<file path="src/rtl/arr4x4_sched_if.sv">
// rtl/arr4x4_sched_if.sv - Port bundle of the 4x4 array operand scheduler
// Error-mask write port exists only with ARR4X4_SCHED_ERRINJ_EN.
interface arr4x4_sched_if #(parameter int LEN_W = 8) ();
  logic             start;
  logic [LEN_W-1:0] frame_len;
  logic             busy;
  logic             done;
  logic             in_valid;
  logic             in_ready;
  logic [31:0]      in_w;
  logic [31:0]      in_a;
  logic [7:0]       w1_in, w2_in, w3_in, w4_in;
  logic [7:0]       a1_in, a2_in, a3_in, a4_in;
  logic [23:0]      c1_out, c2_out, c3_out, c4_out;
  logic             hold;
  logic             out_valid;
  logic             out_ready;
  logic [95:0]      out_c;
  logic [15:0]      Err_mac;
  logic [15:0]      Err_mult;
`ifdef ARR4X4_SCHED_ERRINJ_EN
  logic             err_we;
  logic             err_sel;
  logic [15:0]      err_data;
`endif

  modport slave (
`ifdef ARR4X4_SCHED_ERRINJ_EN
    input  err_we, input err_sel, input err_data,
`endif
    input  start, frame_len, in_valid, in_w, in_a, c1_out, c2_out, c3_out, c4_out, out_ready,
    output busy, done, in_ready, w1_in, w2_in, w3_in, w4_in, a1_in, a2_in, a3_in, a4_in,
    output hold, out_valid, out_c, Err_mac, Err_mult
  );

  modport master (
`ifdef ARR4X4_SCHED_ERRINJ_EN
    output err_we, output err_sel, output err_data,
`endif
    output start, frame_len, in_valid, in_w, in_a, c1_out, c2_out, c3_out, c4_out, out_ready,
    input  busy, done, in_ready, w1_in, w2_in, w3_in, w4_in, a1_in, a2_in, a3_in, a4_in,
    input  hold, out_valid, out_c, Err_mac, Err_mult
  );
endinterface

</file>
<file path="src/rtl/arr4x4_sched.sv">
// rtl/arr4x4_sched.sv - Skew/deskew operand scheduler and frame sequencer for the 4x4 PE array
// Optional fault-inject mask registers: ARR4X4_SCHED_ERRINJ_EN.
module arr4x4_sched #(
  parameter int CAP_LAT = 4,
  parameter int LEN_W   = 8
) (
  input  logic          clk,
  input  logic          rst,
  arr4x4_sched_if.slave bus_io
);

  localparam logic [1:0] S_IDLE  = 2'd0;
  localparam logic [1:0] S_RUN   = 2'd1;
  localparam logic [1:0] S_DRAIN = 2'd2;
  localparam int         NT      = CAP_LAT + 4;

  logic [1:0]       state_q, state_d;
  logic [LEN_W-1:0] cnt_q, cnt_d;
  logic [NT-1:0]    tag_q;
  logic             out_valid_q;
  logic [95:0]      out_c_q;
  logic             hold, accept, done;
  logic [7:0]       w_feed [4];
  logic [7:0]       a_feed [4];
  logic [23:0]      c_in   [4];
  logic [23:0]      row_al [4];

  assign hold   = out_valid_q && !bus_io.out_ready;
  assign accept = bus_io.in_valid && bus_io.in_ready;
  // Last result leaves once nothing tagged remains in flight; no new beats enter in DRAIN.
  assign done   = (state_q == S_DRAIN) && out_valid_q && bus_io.out_ready && (tag_q == '0);

  assign bus_io.busy      = (state_q != S_IDLE);
  assign bus_io.in_ready  = (state_q == S_RUN) && !hold;
  assign bus_io.done      = done;
  assign bus_io.hold      = hold;
  assign bus_io.out_valid = out_valid_q;
  assign bus_io.out_c     = out_c_q;

  always_comb begin
    state_d = state_q;
    cnt_d   = cnt_q;
    case (state_q)
      S_IDLE: begin
        if (bus_io.start) begin
          state_d = S_RUN;
          cnt_d   = (bus_io.frame_len == '0) ? LEN_W'(1) : bus_io.frame_len;
        end
      end
      S_RUN: begin
        if (accept) begin
          cnt_d = cnt_q - LEN_W'(1);
          if (cnt_q == LEN_W'(1)) state_d = S_DRAIN;
        end
      end
      S_DRAIN: begin
        if (done) state_d = S_IDLE;
      end
      default: state_d = S_IDLE;
    endcase
  end

  always_ff @(posedge clk or posedge rst) begin
    if (rst) begin
      state_q <= S_IDLE;
      cnt_q   <= '0;
      tag_q   <= '0;
    end else if (!hold) begin
      state_q <= state_d;
      cnt_q   <= cnt_d;
      tag_q   <= {tag_q[NT-2:0], accept};
    end
  end

  // Lane g carries row g+1 weight and column g+1 activation, both delayed g cycles.
  for (genvar gi = 0; gi < 4; gi++) begin : g_lane
    logic [7:0] w_sk_q [gi+1];
    logic [7:0] a_sk_q [gi+1];

    always_ff @(posedge clk or posedge rst) begin
      if (rst) begin
        for (int k = 0; k <= gi; k++) begin
          w_sk_q[k] <= '0;
          a_sk_q[k] <= '0;
        end
      end else if (!hold) begin
        w_sk_q[0] <= accept ? bus_io.in_w[8*gi +: 8] : 8'h00;
        a_sk_q[0] <= accept ? bus_io.in_a[8*gi +: 8] : 8'h00;
        for (int k = 1; k <= gi; k++) begin
          w_sk_q[k] <= w_sk_q[k-1];
          a_sk_q[k] <= a_sk_q[k-1];
        end
      end
    end

    assign w_feed[gi] = w_sk_q[gi];
    assign a_feed[gi] = a_sk_q[gi];
  end

  assign bus_io.w1_in = w_feed[0];
  assign bus_io.w2_in = w_feed[1];
  assign bus_io.w3_in = w_feed[2];
  assign bus_io.w4_in = w_feed[3];
  assign bus_io.a1_in = a_feed[0];
  assign bus_io.a2_in = a_feed[1];
  assign bus_io.a3_in = a_feed[2];
  assign bus_io.a4_in = a_feed[3];

  assign c_in[0] = bus_io.c1_out;
  assign c_in[1] = bus_io.c2_out;
  assign c_in[2] = bus_io.c3_out;
  assign c_in[3] = bus_io.c4_out;

  // Rows 1..3 are captured on their own tag and shifted until row 4 catches up.
  for (genvar gi = 0; gi < 3; gi++) begin : g_dsk
    logic [23:0] dk_q [3-gi];

    always_ff @(posedge clk or posedge rst) begin
      if (rst) begin
        for (int k = 0; k < 3 - gi; k++) dk_q[k] <= '0;
      end else if (!hold) begin
        if (tag_q[gi+CAP_LAT]) dk_q[0] <= c_in[gi];
        for (int k = 1; k < 3 - gi; k++) dk_q[k] <= dk_q[k-1];
      end
    end

    assign row_al[gi] = dk_q[2-gi];
  end

  assign row_al[3] = c_in[3];

  always_ff @(posedge clk or posedge rst) begin
    if (rst) begin
      out_valid_q <= 1'b0;
      out_c_q     <= '0;
    end else if (!hold) begin
      out_valid_q <= tag_q[NT-1];
      if (tag_q[NT-1]) out_c_q <= {row_al[3], row_al[2], row_al[1], row_al[0]};
    end
  end

`ifdef ARR4X4_SCHED_ERRINJ_EN
  logic [15:0] err_mac_q, err_mult_q;

  always_ff @(posedge clk or posedge rst) begin
    if (rst) begin
      err_mac_q  <= '0;
      err_mult_q <= '0;
    end else if (bus_io.err_we) begin
      if (bus_io.err_sel) err_mult_q <= bus_io.err_data;
      else                err_mac_q  <= bus_io.err_data;
    end
  end

  assign bus_io.Err_mac  = err_mac_q;
  assign bus_io.Err_mult = err_mult_q;
`else
  assign bus_io.Err_mac  = 16'h0000;
  assign bus_io.Err_mult = 16'h0000;
`endif

endmodule

</file>
<file path="src/flat_wrapper.sv">
// flat-port wrapper written by rule: the top's interface ports become plain ports
module arr4x4_sched_flat 
#(
  parameter int CAP_LAT = 4,
  parameter int LEN_W   = 8
)
  (clk, rst, bus_io_start, bus_io_frame_len, bus_io_in_valid, bus_io_in_w, bus_io_in_a, bus_io_c1_out, bus_io_c2_out, bus_io_c3_out, bus_io_c4_out, bus_io_out_ready, bus_io_busy, bus_io_done, bus_io_in_ready, bus_io_w1_in, bus_io_w2_in, bus_io_w3_in, bus_io_w4_in, bus_io_a1_in, bus_io_a2_in, bus_io_a3_in, bus_io_a4_in, bus_io_hold, bus_io_out_valid, bus_io_out_c, bus_io_Err_mac, bus_io_Err_mult);
  arr4x4_sched_if #(.LEN_W(LEN_W)) bus_io_i ();
  input  logic clk;
  input  logic rst;
  input wire logic [$bits(bus_io_i.start)-1:0] bus_io_start;
  input wire logic [$bits(bus_io_i.frame_len)-1:0] bus_io_frame_len;
  input wire logic [$bits(bus_io_i.in_valid)-1:0] bus_io_in_valid;
  input wire logic [$bits(bus_io_i.in_w)-1:0] bus_io_in_w;
  input wire logic [$bits(bus_io_i.in_a)-1:0] bus_io_in_a;
  input wire logic [$bits(bus_io_i.c1_out)-1:0] bus_io_c1_out;
  input wire logic [$bits(bus_io_i.c2_out)-1:0] bus_io_c2_out;
  input wire logic [$bits(bus_io_i.c3_out)-1:0] bus_io_c3_out;
  input wire logic [$bits(bus_io_i.c4_out)-1:0] bus_io_c4_out;
  input wire logic [$bits(bus_io_i.out_ready)-1:0] bus_io_out_ready;
  output wire logic [$bits(bus_io_i.busy)-1:0] bus_io_busy;
  output wire logic [$bits(bus_io_i.done)-1:0] bus_io_done;
  output wire logic [$bits(bus_io_i.in_ready)-1:0] bus_io_in_ready;
  output wire logic [$bits(bus_io_i.w1_in)-1:0] bus_io_w1_in;
  output wire logic [$bits(bus_io_i.w2_in)-1:0] bus_io_w2_in;
  output wire logic [$bits(bus_io_i.w3_in)-1:0] bus_io_w3_in;
  output wire logic [$bits(bus_io_i.w4_in)-1:0] bus_io_w4_in;
  output wire logic [$bits(bus_io_i.a1_in)-1:0] bus_io_a1_in;
  output wire logic [$bits(bus_io_i.a2_in)-1:0] bus_io_a2_in;
  output wire logic [$bits(bus_io_i.a3_in)-1:0] bus_io_a3_in;
  output wire logic [$bits(bus_io_i.a4_in)-1:0] bus_io_a4_in;
  output wire logic [$bits(bus_io_i.hold)-1:0] bus_io_hold;
  output wire logic [$bits(bus_io_i.out_valid)-1:0] bus_io_out_valid;
  output wire logic [$bits(bus_io_i.out_c)-1:0] bus_io_out_c;
  output wire logic [$bits(bus_io_i.Err_mac)-1:0] bus_io_Err_mac;
  output wire logic [$bits(bus_io_i.Err_mult)-1:0] bus_io_Err_mult;
  assign bus_io_i.start = bus_io_start;
  assign bus_io_i.frame_len = bus_io_frame_len;
  assign bus_io_i.in_valid = bus_io_in_valid;
  assign bus_io_i.in_w = bus_io_in_w;
  assign bus_io_i.in_a = bus_io_in_a;
  assign bus_io_i.c1_out = bus_io_c1_out;
  assign bus_io_i.c2_out = bus_io_c2_out;
  assign bus_io_i.c3_out = bus_io_c3_out;
  assign bus_io_i.c4_out = bus_io_c4_out;
  assign bus_io_i.out_ready = bus_io_out_ready;
  assign bus_io_busy = bus_io_i.busy;
  assign bus_io_done = bus_io_i.done;
  assign bus_io_in_ready = bus_io_i.in_ready;
  assign bus_io_w1_in = bus_io_i.w1_in;
  assign bus_io_w2_in = bus_io_i.w2_in;
  assign bus_io_w3_in = bus_io_i.w3_in;
  assign bus_io_w4_in = bus_io_i.w4_in;
  assign bus_io_a1_in = bus_io_i.a1_in;
  assign bus_io_a2_in = bus_io_i.a2_in;
  assign bus_io_a3_in = bus_io_i.a3_in;
  assign bus_io_a4_in = bus_io_i.a4_in;
  assign bus_io_hold = bus_io_i.hold;
  assign bus_io_out_valid = bus_io_i.out_valid;
  assign bus_io_out_c = bus_io_i.out_c;
  assign bus_io_Err_mac = bus_io_i.Err_mac;
  assign bus_io_Err_mult = bus_io_i.Err_mult;
  arr4x4_sched #(.CAP_LAT(CAP_LAT), .LEN_W(LEN_W)) u_core (.clk(clk), .rst(rst), .bus_io(bus_io_i));
endmodule
</file>
<file path="config.mk">
export PLATFORM = sky130hd
export DESIGN_NAME = arr4x4_sched_flat
export DESIGN_NICKNAME = d
export VERILOG_FILES = /design/src/rtl/arr4x4_sched_if.sv /design/src/rtl/arr4x4_sched.sv /design/src/flat_wrapper.sv
export SDC_FILE = /design/constraint.sdc
export NUM_CORES = 1
export LEC_CHECK = 0
export ABC_AREA = 1
export BUFFER_PORTS_ARGS = -buffer_cell sky130_fd_sc_hd__buf_2
export CAP_MARGIN = 20
export CELL_PAD_IN_SITES_DETAIL_PLACEMENT = 0
export CELL_PAD_IN_SITES_GLOBAL_PLACEMENT = 1
export CORE_MARGIN = 2
export CORE_UTILIZATION = 45
export DETAILED_ROUTE_END_ITERATION = 10
export PLACE_DENSITY_LB_ADDON = 0.1
export SETUP_SLACK_MARGIN = 0.05
export SYNTH_ARGS = -nofsm -noshare
export SYNTH_HDL_FRONTEND = slang
export SYNTH_SLANG_ARGS = --single-unit
</file>
<file path="constraint.sdc">
create_clock -name clk -period 25.9 [get_ports clk]
set_input_delay 5.18 -clock clk [delete_from_list [all_inputs] [get_ports clk]]
set_output_delay 5.18 -clock clk [all_outputs]
set_load 0.005 [all_outputs]
</file>
## After elaboration in Yosys (flattened, before gate mapping)

Cells that the tools add are included.

| storage, ports and cells | value |
|---|---|
| bits in registers | 419 |
| bits of input ports | 173 |
| output and inout port bits | 197 |
| word-level logic and storage cells | 76 |

| cells by class | value |
|---|---|
| mux-type cells | 17 |
| equal/unequal tests | 7 |
| bitwise gates (word level) | 1 |
| reductions and logical operators | 19 |
| $add $sub $neg | 1 |

Operator list:

| kind | number |
|---|---|
| 2-to-1 mux 8 bit | 11 |
| logical NOT 8 bit | 2 |
| one-hot mux 8 bit (2 select lines) | 1 |
| == test 8 x 1 -> 1 bit (second input constant) | 1 |
| 2-to-1 mux 2 bit | 4 |
| AND reduction 2 bit | 4 |
| subtractor 8 x 1 -> 8 bit (second input constant) | 1 |
| logical AND 1 bit | 6 |
| != test 2 bit (second input constant) | 3 |
| one-hot mux 2 bit (3 select lines) | 1 |
| AND reduction 5 bit | 1 |
| AND reduction 4 bit | 1 |
| nonzero test 2 bit | 2 |
| == test 2 x 1 -> 1 bit (second input constant) | 1 |
| == test 2 bit (second input constant) | 1 |
| logical NOT 1 bit | 2 |
| logical NOT 2 bit | 1 |
| != test 2 x 1 -> 1 bit (second input constant) | 1 |
| NOT 1 bit | 1 |

## Longest topological paths before layout

| logic depth | value |
|---|---|
| depth in word-level cells | 7 |
| gate-level depth with buffers | 9 |
| depth with buffers taken out | 9 |

## Worst setup path before layout

No wires, ideal clock.

| path | value |
|---|---|
| kind | input-to-output |
| start point | in bus_io_out_ready |
| end point | out bus_io_hold |
| required time | 20.720 ns |
| path buffers | 2 |
| slack | 14.988 ns |
| data arrival time | 5.732 ns |
| stages | 5 |
| path through | inv_1 > nand2_2 > inv_1 > buf_2 > buf_2 |

| on the way | value |
|---|---|
| longest elaborated chain between the ends | 2 |

RTL lines:

| element | RTL line | source |
|---|---|---|
| from (decl) | flat_wrapper.sv:20 | `input wire logic [$bits(bus_io_i.out_ready)-1:0] bus_io_out_ready;` |
| logical NOT 1 bit | arr4x4_sched.sv:28 | `assign hold = out_valid_q && !bus_io.out_ready;` |
| logical AND 1 bit | arr4x4_sched.sv:28 |  |
| to (decl) | flat_wrapper.sv:32 | `output wire logic [$bits(bus_io_i.hold)-1:0] bus_io_hold;` |

No other way between the ends.

## Worst setup path after layout

Ends and elaborated chain as after synthesis.

==> impl_metrics.ini <==
[critical_path]
critPathArrivalTime_ns = 7.04
rr_endpoint = u_core.g_lane[2].a_sk_q[20]
r2r_cells = 5
required_ns = 20.72
path_class = in -> out
crit_start = bus_io_out_ready
r2r_start = u_core.bus_io.out_valid
crit_fanout = 140
reg2reg_slack_ns = 22.89
crit_path_start_kind = primary input
end_kind = output port

[clock_network]
cts_tree = yes
htree_levels = 2
cts-buffers-inserted = 46
cts_root_buf = clkbuf_16
clock_latency_ns = 0.56
cts_setup_buffers = 0
clock-sinks = 419
ctsLongestPathBuffers = 3
clk_pin_slew_ns = 0.06
postCtsHoldBufs = 0
cts_resized = 0

[drt]
avgViaCountPerCell = 4.609
totalWireLength_um = 36630
vias = 11573
drc = 0
wire_per_inst_um = 14.59
firstDrtPassIters = 5
postRouteAntennaNets = 0
drt-initial-drc-count = 606

[global_routing]
grt_first_pass_wirelength_um = 59370
grt_max_degree = 141
top_usage_layer = met2
grt_util_met3 = 0.06677
antenna_found_initial = 10
first_global_vias = 11383
track_usage = 0.1887
met2_usage = 0.2884
grt_overflow = 0
met1_usage = 0.2548

[yosys]
yosys_register_bits = 419
yosysSeqAreaShare = 0.6183
yosys_warnings = 0
synth.avg_cell_area_um2 = 9.946
yosysTopAreaCell = dfrtp_1
synth_area_leaders = dfrtp_1, nand2_1, mux2_4, buf_4, o21ai_0
syn_inst = 1705
yosysUniqueCellTypes = 30
yosysTopAreaCellShare = 0.6183
netlist_area_um2 = 16960

[placement]
dp_hpwl_um = 22920
place_inst = 2426
place_area_um2 = 18430
gp_congestion = 0.7827
port_buffers = 337
dp_slack_ns = 13.68

[layout]
final_cell_area_um2 = 19960
drive_gt1_frac = 0.2529
layout.nets = 2139
final_cells = 2511
area_growth_pct = 17.67

[hold_path]
hold_path_class = reg -> reg
min_from = u_core.g_dsk[0].dk_q[64]
holdPathEnd = u_core.g_dsk[0].dk_q[40]
min_path_cells = 2

[die]
die-width_um = 198.1
core_um2 = 37400
die_h_um = 198.1
rows = 71
die-area_um2 = 39260
start_util = 0.4534
ios = 370

[timing]
rsz0062_at_grt = no
max_slew_margin = 0.3535
slew_viol_final = 0
period_minus_slack_ns = 12.22
hold_violations = 0
setup_viol = 0
period_share = 0.4718
setup_tns_ns = 0
worstMarginPinSlew_ns = 0.9697
fmax_ghz = 0.08183
fin_ws_ns = 13.68
skew_ns = 0.01794

[pwr]
ir_drop_mv = 0.05046
p_leak_nw = 11.11
p_per_area_nw_per_um2 = 114.9
total_power_mw = 2.293

[flow_run]
timing.max_cap.violations = 0

[status]
outcome = complete, no violations
-- stage by stage --
stage            util  hold WS [ns]
3_5_place_dp   0.4927        0.4534
6_report       0.5336        0.4579
5_1_grt        0.5335        0.4851
2_1_floorplan       -        0.4422
4_1_cts        0.5326        0.4627
3_3_place_gp   0.4927        0.4502
-- area by class of cell --
cell class / instances / area [um^2]
flip-flops and latches: 419 / 10490
clock inverters: 14 / 145.1
repair buffers: 348 / 1789
inverters: 101 / 391.6
well taps: 511 / 639.4
fillers: 3532 / 17440
clock buffers: 67 / 1350
multi-input cells: 1048 / 5147
diodes: 3 / 7.507
-- worst max-delay path by stage --
stage / end / depth (start not counted) / slack [ns]
floorplan: u_core.bus_io.a1_in[0] / 1 / 9.06
global placement: bus_io_hold / 5 / 13.68
detailed placement: bus_io_hold / 5 / 13.68
CTS: bus_io_hold / 5 / 13.68
global route: bus_io_hold / 5 / 13.51
finish: bus_io_hold / 5 / 13.68
-- layout by cell type, fill, tap and decap left out, types with 3 or more instances in the layout --
cell and n:
clkbuf_8 12, buf_4 10, nand3_1 73, a21oi_1 23, buf_2 337, mux2_4 63, nor2_1 46, clkinv_2 7
diode_2 3, conb_1 32, inv_6 4, clkbuf_1 9, inv_1 98, o21ai_0 83, mux2_2 10, o21ai_1 61
clkbuf_16 46, nand2_1 638, dfrtp_1 419
-- critical path, stage by stage --
cell	delay [ns]
buf_2	0.10
inv_1	0.13
nand2_8	0.41
inv_6	0.78
buf_2	0.24
-- state kept, by name (all words and copies together) (netlist names) --
signal                   flops
u_core.bus_io.a1_in          8
u_core.bus_io.a4_in          8
u_core.g_lane.a_sk_q        48
u_core.g_dsk.dk_q          144
u_core.bus_io.out_valid      1
u_core.bus_io.a3_in          8
u_core.bus_io.out_c         96
u_core.bus_io.w4_in          8
u_core.cnt_q                 8
u_core.g_lane.w_sk_q        48
u_core.state_q               2
u_core.bus_io.a2_in          8
u_core.bus_io.w3_in          8
u_core.bus_io.w1_in          8
u_core.tag_q                 8
u_core.bus_io.w2_in          8
-- cell usage after synthesis, drive strengths merged --
library cell,n
ha,2
xor2,1
inv,101
nand3,73
mux2,74
a21oi,24
dfrtp,419
xnor2,1
nor4,1
buf,152
a22o,1
conb,1
nand4,2
o211ai,1
o21ai,145
nor2,47
nand2,644
clkbuf,16
-- metal layers --
| metal | wire [um] | up-vias |
|---|---|---|
| li1 | - | 5775 |
| met1 | 16830 | 5430 |
| met2 | 16070 | 295 |
| met3 | 2981 | 61 |
| met4 | 668 | 12 |
| met5 | 82 | - |
-- cells by family (layout without fill, tap and decap cells) --
logic type,after synthesis,count (layout),share of synthesized area
simple gates,767,767,0.1775
flops,419,419,0.6183
buf+inv,269,530,0.08669
compound gates,171,171,0.05172
mux,74,74,0.06308
fa+ha+maj,2,2,0.001475
xor+xnor,2,2,0.001033
other cells,1,35,0.0002211
-- where the power goes --
group / switching (mW) / leakage, nW / internal (mW) / total (mW)
logic: 0.349 / 5.06 / 0.283 / 0.632
registers: 0.118 / 5.31 / 0.905 / 1.02
clock network: 0.257 / 0.740 / 0.381 / 0.638
total: 0.724 / 11.1 / 1.57 / 2.29
No activity file was read; power rests on OpenSTA's default activity.
